[config.mk]
export PLATFORM = sky130hd
export DESIGN_NAME = matrix_transpose_stream
export DESIGN_NICKNAME = d
export VERILOG_FILES = /design/src/rtl/matrix_pkg.sv /design/src/rtl/matrix_buffer.sv /design/src/rtl/matrix_transpose_stream.sv
export SDC_FILE = /design/constraint.sdc
export NUM_CORES = 1
export LEC_CHECK = 0
export ABC_CLOCK_PERIOD_IN_PS = 17700
export CORE_ASPECT_RATIO = 0.8
export CORE_MARGIN = 8
export CORE_UTILIZATION = 64
export DETAILED_ROUTE_END_ITERATION = 8
export PLACE_DENSITY_LB_ADDON = 0.12
export SKIP_LAST_GASP = 1
export SLEW_MARGIN = 20
export SYNTH_ARGS = -nofsm -noshare
export SYNTH_HDL_FRONTEND = slang
export SYNTH_SLANG_ARGS = --single-unit
[constraint.sdc]
create_clock -name clk -period 17.7 [get_ports clk]
set_clock_uncertainty 0.2 [all_clocks]
set_input_delay 5.31 -clock clk [delete_from_list [all_inputs] [get_ports clk]]
set_output_delay 5.31 -clock clk [all_outputs]
set_load 0.1 [all_outputs]
[src/rtl/matrix_pkg.sv]
// matrix_pkg
//  Shared definitions for the streaming matrix transpose engine:
//  default sizes, FSM state encoding and the dimension legality check.
//  Optional feature macro used by the design files: MATRIX_TRANSPOSE_FLAT_OUT_EN
//  (adds a flat, zero-padded view of the transposed matrix).
package matrix_pkg;

  localparam int MAX_DIM_DEF = 5;
  localparam int DATA_W_DEF  = 8;
  localparam int DIM_W_DEF   = 3;

  typedef enum logic [1:0] {
    ST_IDLE = 2'd0,
    ST_LOAD = 2'd1,
    ST_EMIT = 2'd2
  } state_t;

  // A job is legal when both dimensions are non-zero and fit the buffer.
  function automatic logic dims_ok(input int m, input int n, input int max_dim);
    return (m > 0) && (n > 0) && (m <= max_dim) && (n <= max_dim);
  endfunction

endpackage

[src/rtl/matrix_buffer.sv]
// matrix_buffer
//  MAX_DIM x MAX_DIM register array holding the matrix A.
//  Ports:
//    clk, reset          clock, asynchronous active-high reset (clears array)
//    clr                 synchronous clear of the whole array
//    we, wr_row, wr_col  write port, stores wr_data at A[wr_row][wr_col]
//    rd_row, rd_col      combinational read port, rd_data = A[rd_row][rd_col]
//    flat_t              (MATRIX_TRANSPOSE_FLAT_OUT_EN only) A^T zero-padded,
//                        element (i,j) at [(i*MAX_DIM+j)*DATA_W +: DATA_W]
module matrix_buffer
  import matrix_pkg::*;
#(
  parameter int MAX_DIM = MAX_DIM_DEF,
  parameter int DATA_W  = DATA_W_DEF,
  parameter int DIM_W   = DIM_W_DEF
) (
  input  logic              clk,
  input  logic              reset,
  input  logic              clr,
  input  logic              we,
  input  logic [DIM_W-1:0]  wr_row,
  input  logic [DIM_W-1:0]  wr_col,
  input  logic [DATA_W-1:0] wr_data,
  input  logic [DIM_W-1:0]  rd_row,
  input  logic [DIM_W-1:0]  rd_col,
  output logic [DATA_W-1:0] rd_data
`ifdef MATRIX_TRANSPOSE_FLAT_OUT_EN
  ,
  output logic [MAX_DIM*MAX_DIM*DATA_W-1:0] flat_t
`endif
);

  // Row-major flat view of A, used by the read mux.
  logic [MAX_DIM*MAX_DIM*DATA_W-1:0] cells;

  for (genvar gr = 0; gr < MAX_DIM; gr++) begin : g_row
    for (genvar gc = 0; gc < MAX_DIM; gc++) begin : g_col
      logic [DATA_W-1:0] cell_q;
      logic [DATA_W-1:0] cell_d;
      logic              hit;

      assign hit = we && (wr_row == DIM_W'(gr)) && (wr_col == DIM_W'(gc));

      // Clear wins over a write in the same cycle; it only happens on start.
      always_comb begin
        cell_d = cell_q;
        if (clr)      cell_d = '0;
        else if (hit) cell_d = wr_data;
      end

      always_ff @(posedge clk or posedge reset) begin
        if (reset) cell_q <= '0;
        else       cell_q <= cell_d;
      end

      assign cells[(gr*MAX_DIM+gc)*DATA_W +: DATA_W] = cell_q;
`ifdef MATRIX_TRANSPOSE_FLAT_OUT_EN
      // A[gr][gc] lands at A^T position (gc, gr).
      assign flat_t[(gc*MAX_DIM+gr)*DATA_W +: DATA_W] = cell_q;
`endif
    end
  end

  always_comb begin
    rd_data = '0;
    for (int r = 0; r < MAX_DIM; r++) begin
      for (int c = 0; c < MAX_DIM; c++) begin
        if ((rd_row == DIM_W'(r)) && (rd_col == DIM_W'(c)))
          rd_data = cells[(r*MAX_DIM+c)*DATA_W +: DATA_W];
      end
    end
  end

endmodule

[src/rtl/matrix_transpose_stream.sv]
// matrix_transpose_stream
//  Accepts an m x n matrix A as a row-major valid/ready element stream,
//  buffers it and then streams A^T row-major with backpressure.
//  Ports:
//    clk, reset            clock, asynchronous active-high reset
//    start, m_in, n_in     job request (sampled in IDLE only)
//    in_valid/in_ready/in_data     input element stream (LOAD)
//    out_valid/out_ready/out_data/out_last  output element stream (EMIT)
//    m_out, n_out          dimensions of A^T (n, m), held until next accepted start
//    busy                  high in LOAD or EMIT
//    done, err             one-cycle pulses: job finished / start rejected
//    out_matrix            (MATRIX_TRANSPOSE_FLAT_OUT_EN only) flat A^T, zero-padded
//                          at stride MAX_DIM, valid from EMIT entry
module matrix_transpose_stream
  import matrix_pkg::*;
#(
  parameter int MAX_DIM = MAX_DIM_DEF,
  parameter int DATA_W  = DATA_W_DEF,
  parameter int DIM_W   = DIM_W_DEF
) (
  input  logic              clk,
  input  logic              reset,
  input  logic              start,
  input  logic [DIM_W-1:0]  m_in,
  input  logic [DIM_W-1:0]  n_in,
  input  logic              in_valid,
  output logic              in_ready,
  input  logic [DATA_W-1:0] in_data,
  output logic              out_valid,
  input  logic              out_ready,
  output logic [DATA_W-1:0] out_data,
  output logic              out_last,
  output logic [DIM_W-1:0]  m_out,
  output logic [DIM_W-1:0]  n_out,
  output logic              busy,
  output logic              done,
  output logic              err
`ifdef MATRIX_TRANSPOSE_FLAT_OUT_EN
  ,
  output logic [MAX_DIM*MAX_DIM*DATA_W-1:0] out_matrix
`endif
);

  localparam logic [DIM_W-1:0] ONE = DIM_W'(1);

  state_t           state_q, state_d;
  logic [DIM_W-1:0] m_q, m_d;
  logic [DIM_W-1:0] n_q, n_d;
  logic [DIM_W-1:0] m_out_q, m_out_d;
  logic [DIM_W-1:0] n_out_q, n_out_d;
  // One counter pair serves both phases: LOAD walks (r,c) over A,
  // EMIT walks (i,j) over A^T with row_q = i, col_q = j.
  logic [DIM_W-1:0] row_q, row_d;
  logic [DIM_W-1:0] col_q, col_d;
  logic             done_q, done_d;
  logic             err_q, err_d;

  logic             buf_clr;
  logic             buf_we;

  // State register and datapath registers
  always_ff @(posedge clk or posedge reset) begin
    if (reset) begin
      state_q <= ST_IDLE;
      m_q     <= '0;
      n_q     <= '0;
      m_out_q <= '0;
      n_out_q <= '0;
      row_q   <= '0;
      col_q   <= '0;
      done_q  <= 1'b0;
      err_q   <= 1'b0;
    end else begin
      state_q <= state_d;
      m_q     <= m_d;
      n_q     <= n_d;
      m_out_q <= m_out_d;
      n_out_q <= n_out_d;
      row_q   <= row_d;
      col_q   <= col_d;
      done_q  <= done_d;
      err_q   <= err_d;
    end
  end

  // Next-state and counter logic
  always_comb begin
    state_d = state_q;
    m_d     = m_q;
    n_d     = n_q;
    m_out_d = m_out_q;
    n_out_d = n_out_q;
    row_d   = row_q;
    col_d   = col_q;
    done_d  = 1'b0;
    err_d   = 1'b0;
    buf_clr = 1'b0;
    buf_we  = 1'b0;

    case (state_q)
      ST_IDLE: begin
        if (start) begin
          if (dims_ok(int'(m_in), int'(n_in), MAX_DIM)) begin
            m_d     = m_in;
            n_d     = n_in;
            m_out_d = n_in;
            n_out_d = m_in;
            row_d   = '0;
            col_d   = '0;
            buf_clr = 1'b1;
            state_d = ST_LOAD;
          end else begin
            err_d = 1'b1;
          end
        end
      end

      ST_LOAD: begin
        if (in_valid) begin
          buf_we = 1'b1;
          if (col_q == n_q - ONE) begin
            col_d = '0;
            if (row_q == m_q - ONE) begin
              row_d   = '0;
              state_d = ST_EMIT;
            end else begin
              row_d = row_q + ONE;
            end
          end else begin
            col_d = col_q + ONE;
          end
        end
      end

      ST_EMIT: begin
        // Inner index j (col_q) runs over the m rows of A.
        if (out_ready) begin
          if (col_q == m_q - ONE) begin
            col_d = '0;
            if (row_q == n_q - ONE) begin
              row_d   = '0;
              state_d = ST_IDLE;
              done_d  = 1'b1;
            end else begin
              row_d = row_q + ONE;
            end
          end else begin
            col_d = col_q + ONE;
          end
        end
      end

      default: state_d = ST_IDLE;
    endcase
  end

  // Outputs decoded from the registered state
  always_comb begin
    in_ready  = (state_q == ST_LOAD);
    out_valid = (state_q == ST_EMIT);
    busy      = (state_q == ST_LOAD) || (state_q == ST_EMIT);
    out_last  = (state_q == ST_EMIT) && (row_q == n_q - ONE) && (col_q == m_q - ONE);
    m_out     = m_out_q;
    n_out     = n_out_q;
    done      = done_q;
    err       = err_q;
  end

  // Read address is swapped: A^T[i][j] = A[j][i].
  matrix_buffer #(
    .MAX_DIM (MAX_DIM),
    .DATA_W  (DATA_W),
    .DIM_W   (DIM_W)
  ) u_buffer (
    .clk     (clk),
    .reset   (reset),
    .clr     (buf_clr),
    .we      (buf_we),
    .wr_row  (row_q),
    .wr_col  (col_q),
    .wr_data (in_data),
    .rd_row  (col_q),
    .rd_col  (row_q),
    .rd_data (out_data)
`ifdef MATRIX_TRANSPOSE_FLAT_OUT_EN
    ,
    .flat_t  (out_matrix)
`endif
  );

endmodule

# --- Yosys cells after proc, flatten, opt, wreduce, memory -nomap -nowiden ---
# Index checks and enable logic that the tools add are counted.
word_totals:
  reg_bits: 216
  latch_bits: 0
  ram_bits: 0
  mem_bits_ro: 0
  in_bits: 19
  output_inout_bits: 20
  elab_cells: 266
  mem_count: 0
op_classes:
  addsub: 4
  multipliers: 0
  div: 0
  n_lt_le_gt_ge: 4
  n_eq_ne: 22
  n_shift: 0
  muxes: 110
  bitwise: 0
  n_reduce_logical: 94
op_table:
  columns: ["cell", "n"]
  rows:
  - ["$mux 8", 75]
  - ["$logic_and 1x1->1", 60]
  - ["$reduce_bool 2->1", 25]
  - ["$mux 3", 12]
  - ["$pmux 3 s3", 2]
  - ["$mux 2", 8]
  - ["$eq 3x2->1 const B", 4]
  - ["$eq 3x3->1", 4]
  - ["$mux 1", 12]
  - ["$ne 2x1->1 const B", 5]
  - ["$reduce_and 8->1", 1]
  - ["$reduce_and 7->1", 1]
  - ["$add 3x1->3 const B", 2]
  - ["$eq 3x1->1 const B", 2]
  - ["$eq 3x3->1 const B", 2]
  - ["$gt 3x1->1 const B", 2]
  - ["$le 3x3->1 const B", 2]
  - ["$logic_not 3->1", 2]
  - ["$ne 2x2->1 const B", 3]
  - ["$pmux 2 s3", 1]
  - ["$sub 3x1->3 const B", 2]
  - ["$reduce_and 5->1", 1]
  - ["$reduce_and 3->1", 1]
  - ["$reduce_bool 3->1", 1]
  - ["4 further kinds", 4]

# --- Longest topological paths before layout ---
logic_depth:
  word_depth: 27
  depth_mapped: 13
  ltp_nobuf: 8

# --- Hierarchy ---
# From an unflattened synthesis, not the netlist that was laid out.
hier_totals:
  cells_unflattened: 1212
  area_unflattened_um2: 11644.9
by_module_without_submodules:
  columns: ["module", "n_inst", "cells_per_inst", "area_per_inst_um2", "seq_area_each_um2"]
  rows:
  - ["matrix_buffer", 1, 1109, 10558.9, 5004.8]
  - ["matrix_transpose_stream", 1, 103, 1086.0, 400.4]

# --- Worst setup path before layout ---
# Ideal clock, no wire load.
synth_path:
  path_type: "register to output"
  start: "register, netlist name m_out[0]"
  end: "output port out_last"
  t_arrival_ns: 3.873
  required_ns: 12.190
  path_slack_ns: 8.317
  path_stages_with_launch: 7
  path_buffers: 0
  cell_sequence: "dfrtp_1 -> inv_1 -> ha_1 -> xnor2_1 -> xnor2_1 -> nand3_1 -> nor3_1"
synth_rtl:
  columns: ["item", "line_no", "source"]
  rows:
  - ["end: declaration", "matrix_transpose_stream.sv:32", "output logic out_last,"]

# --- Worst setup path after layout ---
layout_path:
  start: "register col_q[2]"
  end: "output port out_data[1]"
layout_between:
  elab_chain_len: 27
  elab_cells_between_ends: 55
  classes_between: "eq/ne: 4; mux: 25; reduce/logical: 26"
layout_lines:
  columns: ["item", "line_no", "source"]
  rows:
  - ["start: declaration", "matrix_transpose_stream.sv:54", "logic [DIM_W-1:0] col_q, col_d;"]
  - ["start signal: assignment", "matrix_transpose_stream.sv:80", "col_q <= col_d;"]
  - ["$logic_not 3->1", "matrix_buffer.sv:68", "if ((rd_row == DIM_W'(r)) && (rd_col == DIM_W'(c)))"]
  - ["$logic_and 1x1->1", "matrix_buffer.sv:68", null]
  - ["$mux 8 (24 in a row)", "matrix_buffer.sv:68", null]
  - ["$mux 8 (*)", "matrix_buffer.sv:68", null]
  - ["end: declaration", "matrix_transpose_stream.sv:31", "output logic [DATA_W-1:0] out_data,"]
# Mark *: on every way between the ends. The rest lies on a longest branch, timed or not.

==> qor.csv <==
metric;value;unit
Post-CTS Setup Inserts;0;
Routed WL per cell;24.1;µm
worst r2r src;state_q[0]$_DFFE_PP0P_;
HPWL after DPL;26.6;mm
DRC Markers;0;
post-synth top area share;0.452;
Finished Cell Area;13100;µm²
Max Fclk;0.0979;GHz
CP Data Arrival Time;4.70;ns
Ports;39;
Starting DRT DRC Count;2248;
final WL;40.7;mm
CP max FO;52;
I/O Buffers;38;
GRT overflow;0;
# rows;44;
Yosys warnings;0;
Post-Syn Nets;1471;
RSZ-0062 raised after global routing;false;
Synth Register Bits;216;
register area share after synthesis;0.452;
crit path kind;reg2out;
Syn Area/Cell;8.32;µm²
pin count of the biggest net entering global routing;142;
Place WS;8.13;ns
Fin Setup TNS;0;ns
hold path cells;2;
Worst setup EP type;output pin;
placed cells;1648;
leading area contributor after synthesis;dfrtp_1;
Placement Cell Area;12300;µm²
full die area;23300;µm²
slew margin rel.;0.221;
Static Leak;5.65;nW
count leader, synth;nand2_1;
initial antenna violation count;0;
Slew @ Worst Pin;1.17;ns
unique cell type count in the Yosys netlist;88;
Final ANT Viol Nets;0;
cell depth of the worst flop-to-flop path;6;
Final GP Congestion;1.03;
Max H-tree Level;1;
startpoint types;flip-flop;
layout cells sized above 1;0.0571;
outcome;finished, final reports clean;
DR vias/cell;6.85;
hold_buf cts;0;
CTS max path bufs;3;
crit share post-route;0.577;
Hold Path Class;reg2reg;
Slew Viols, Final;0;
Post-synth top cells;nand2_1, dfrtp_1, a21oi_1;
final setup fails;0;
all-layer global routing usage;0.344;
top_reg_cell synth;dfrtp_1;
Clock Tree Root;clkbuf_16;
clock sink total;216;
1st-pass router iterations;7;
Diodes inserted;0;
pwr dens;155;nW/µm²
hold_ws;0.319;ns
core area;18200;µm²
number of global-route vias before repair;10774;
mapped cell area;12000;µm²
reg2reg setup slack;14.34;ns
Max Cap Viol;0;
hold endpoint;u_buffer.g_row[2].g_col[2].cell_q[7]$_DFFE_PP0P_;
Finished Layout Cells;1688;
CTS resizes;0;
worst setup margin;7.49;ns
layout overhead on the synthesized area;9.45;%
first-pass GRT wire length;63.4;mm
EDFF count, synth;0;
dominant cells by area after synthesis;dfrtp_1, nand2_1, a21oi_1;
min-delay src;u_buffer.g_row[2].g_col[2].cell_q[7]$_DFFE_PP0P_;
largest vdd supply drop;0.000197;V
CTS tree;yes;
Tmin final;10.21;ns
clock slew at reported path FFs;0.06;ns
Async SR Flop Fraction;1.00;
starting density of the core;0.656;
Post-Synthesis Cells;1436;
CP required;12.19;ns
clock latency on the worst-skew pair;0.51;ns
die width;169;µm
Die H;138;µm
via count;11562;
Total Nets Final;1455;
Inserted Clock Buffers;23;
reg2reg end;u_buffer.g_row[4].g_col[1].cell_q[4]$_DFFE_PP0P_;
Final Hold Viols;0;
## power by group
group	leakage (nW)	switching [W]	internal (W)	total (W)
logic	2.30	0.000648	0.000263	0.000911
registers	2.99	0.0000577	0.000558	0.000616
clock network	0.363	0.000206	0.000291	0.000497
## registers in the layout, indices dropped and copies added (netlist names)
register                     count
col_q                            3
done                             1
state_q                          2
row_q                            3
m_out                            3
err                              1
n_out                            3
u_buffer.g_row.g_col.cell_q    200
## kinds of logic after synthesis
family,after synthesis,synth area share
AND/OR/NAND/NOR,658,0.249
AO/OA/AOI/OAI,383,0.200
flip-flops,216,0.452
buffers and inverters,121,0.0470
multiplexers,28,0.0238
adder cells (fa/ha/maj),16,0.0167
XOR/XNOR,14,0.0114
## metrics by stage
stage	power (W)	util
floorplan	0.00129	-
global placement	0.00150	0.677
detailed placement	0.00151	0.677
CTS	0.00200	0.718
global route	0.00208	0.718
finish	0.00202	0.718
## worst max path at each step
stage / from / end / slack (ns) / depth (start not counted)
after floorplan: reset / col_q[0]$_DFFE_PP0P_ / 6.28 / 1
after global placement: row_q[0]$_DFFE_PP0P_ / out_data[6] / 8.10 / 10
after detailed placement: col_q[2]$_DFFE_PP0P_ / out_data[1] / 8.13 / 10
after CTS: col_q[2]$_DFFE_PP0P_ / out_data[1] / 7.59 / 10
after global routing: col_q[2]$_DFFE_PP0P_ / out_data[1] / 7.40 / 10
final: col_q[2]$_DFFE_PP0P_ / out_data[1] / 7.49 / 10
## layout make-up
class	instances	area (µm²)
Clock buffer	31	626
Clock inverter	9	125
Fill cell	1440	5140
Inverter	22	90.1
Multi-Input combinational cell	1099	5990
Sequential cell	216	5410
Tap cell	253	317
Timing Repair Buffer	58	531
## cell usage in the layout (no fill, tap or decap), drive strengths merged, types with 9 or more instances in the layout
cell type / count
a211oi: 9
a21o: 12
a21oi: 204
a221oi: 11
and2: 9
buf: 20
clkbuf: 31
clkdlybuf4s50: 38
dfrtp: 216
ha: 16
inv: 22
mux2i: 25
nand2: 428
nand2b: 12
nand3: 24
nor2: 85
nor3: 22
o211ai: 10
o21ai: 50
o22ai: 12
## critical path: stages, from the launching register on
cell	delay, ns
dfrtp_1	0.32
buf_4	0.45
inv_1	0.20
ha_1	0.50
nand2b_1	0.23
a21oi_1	0.09
o21bai_1	0.17
or4_1	0.42
a221oi_1	0.38
o221a_1	0.27
clkdlybuf4s50_1	1.13
## metal layers
layer,up-vias,share of wire,track usage
met5,-,0,0
met4,0,0.040,0.104
met3,160,0.15,0.115
li1,4964,-,-
met1,5530,0.40,0.497
met2,908,0.41,0.478
No activity file was read; power rests on OpenSTA's default activity.
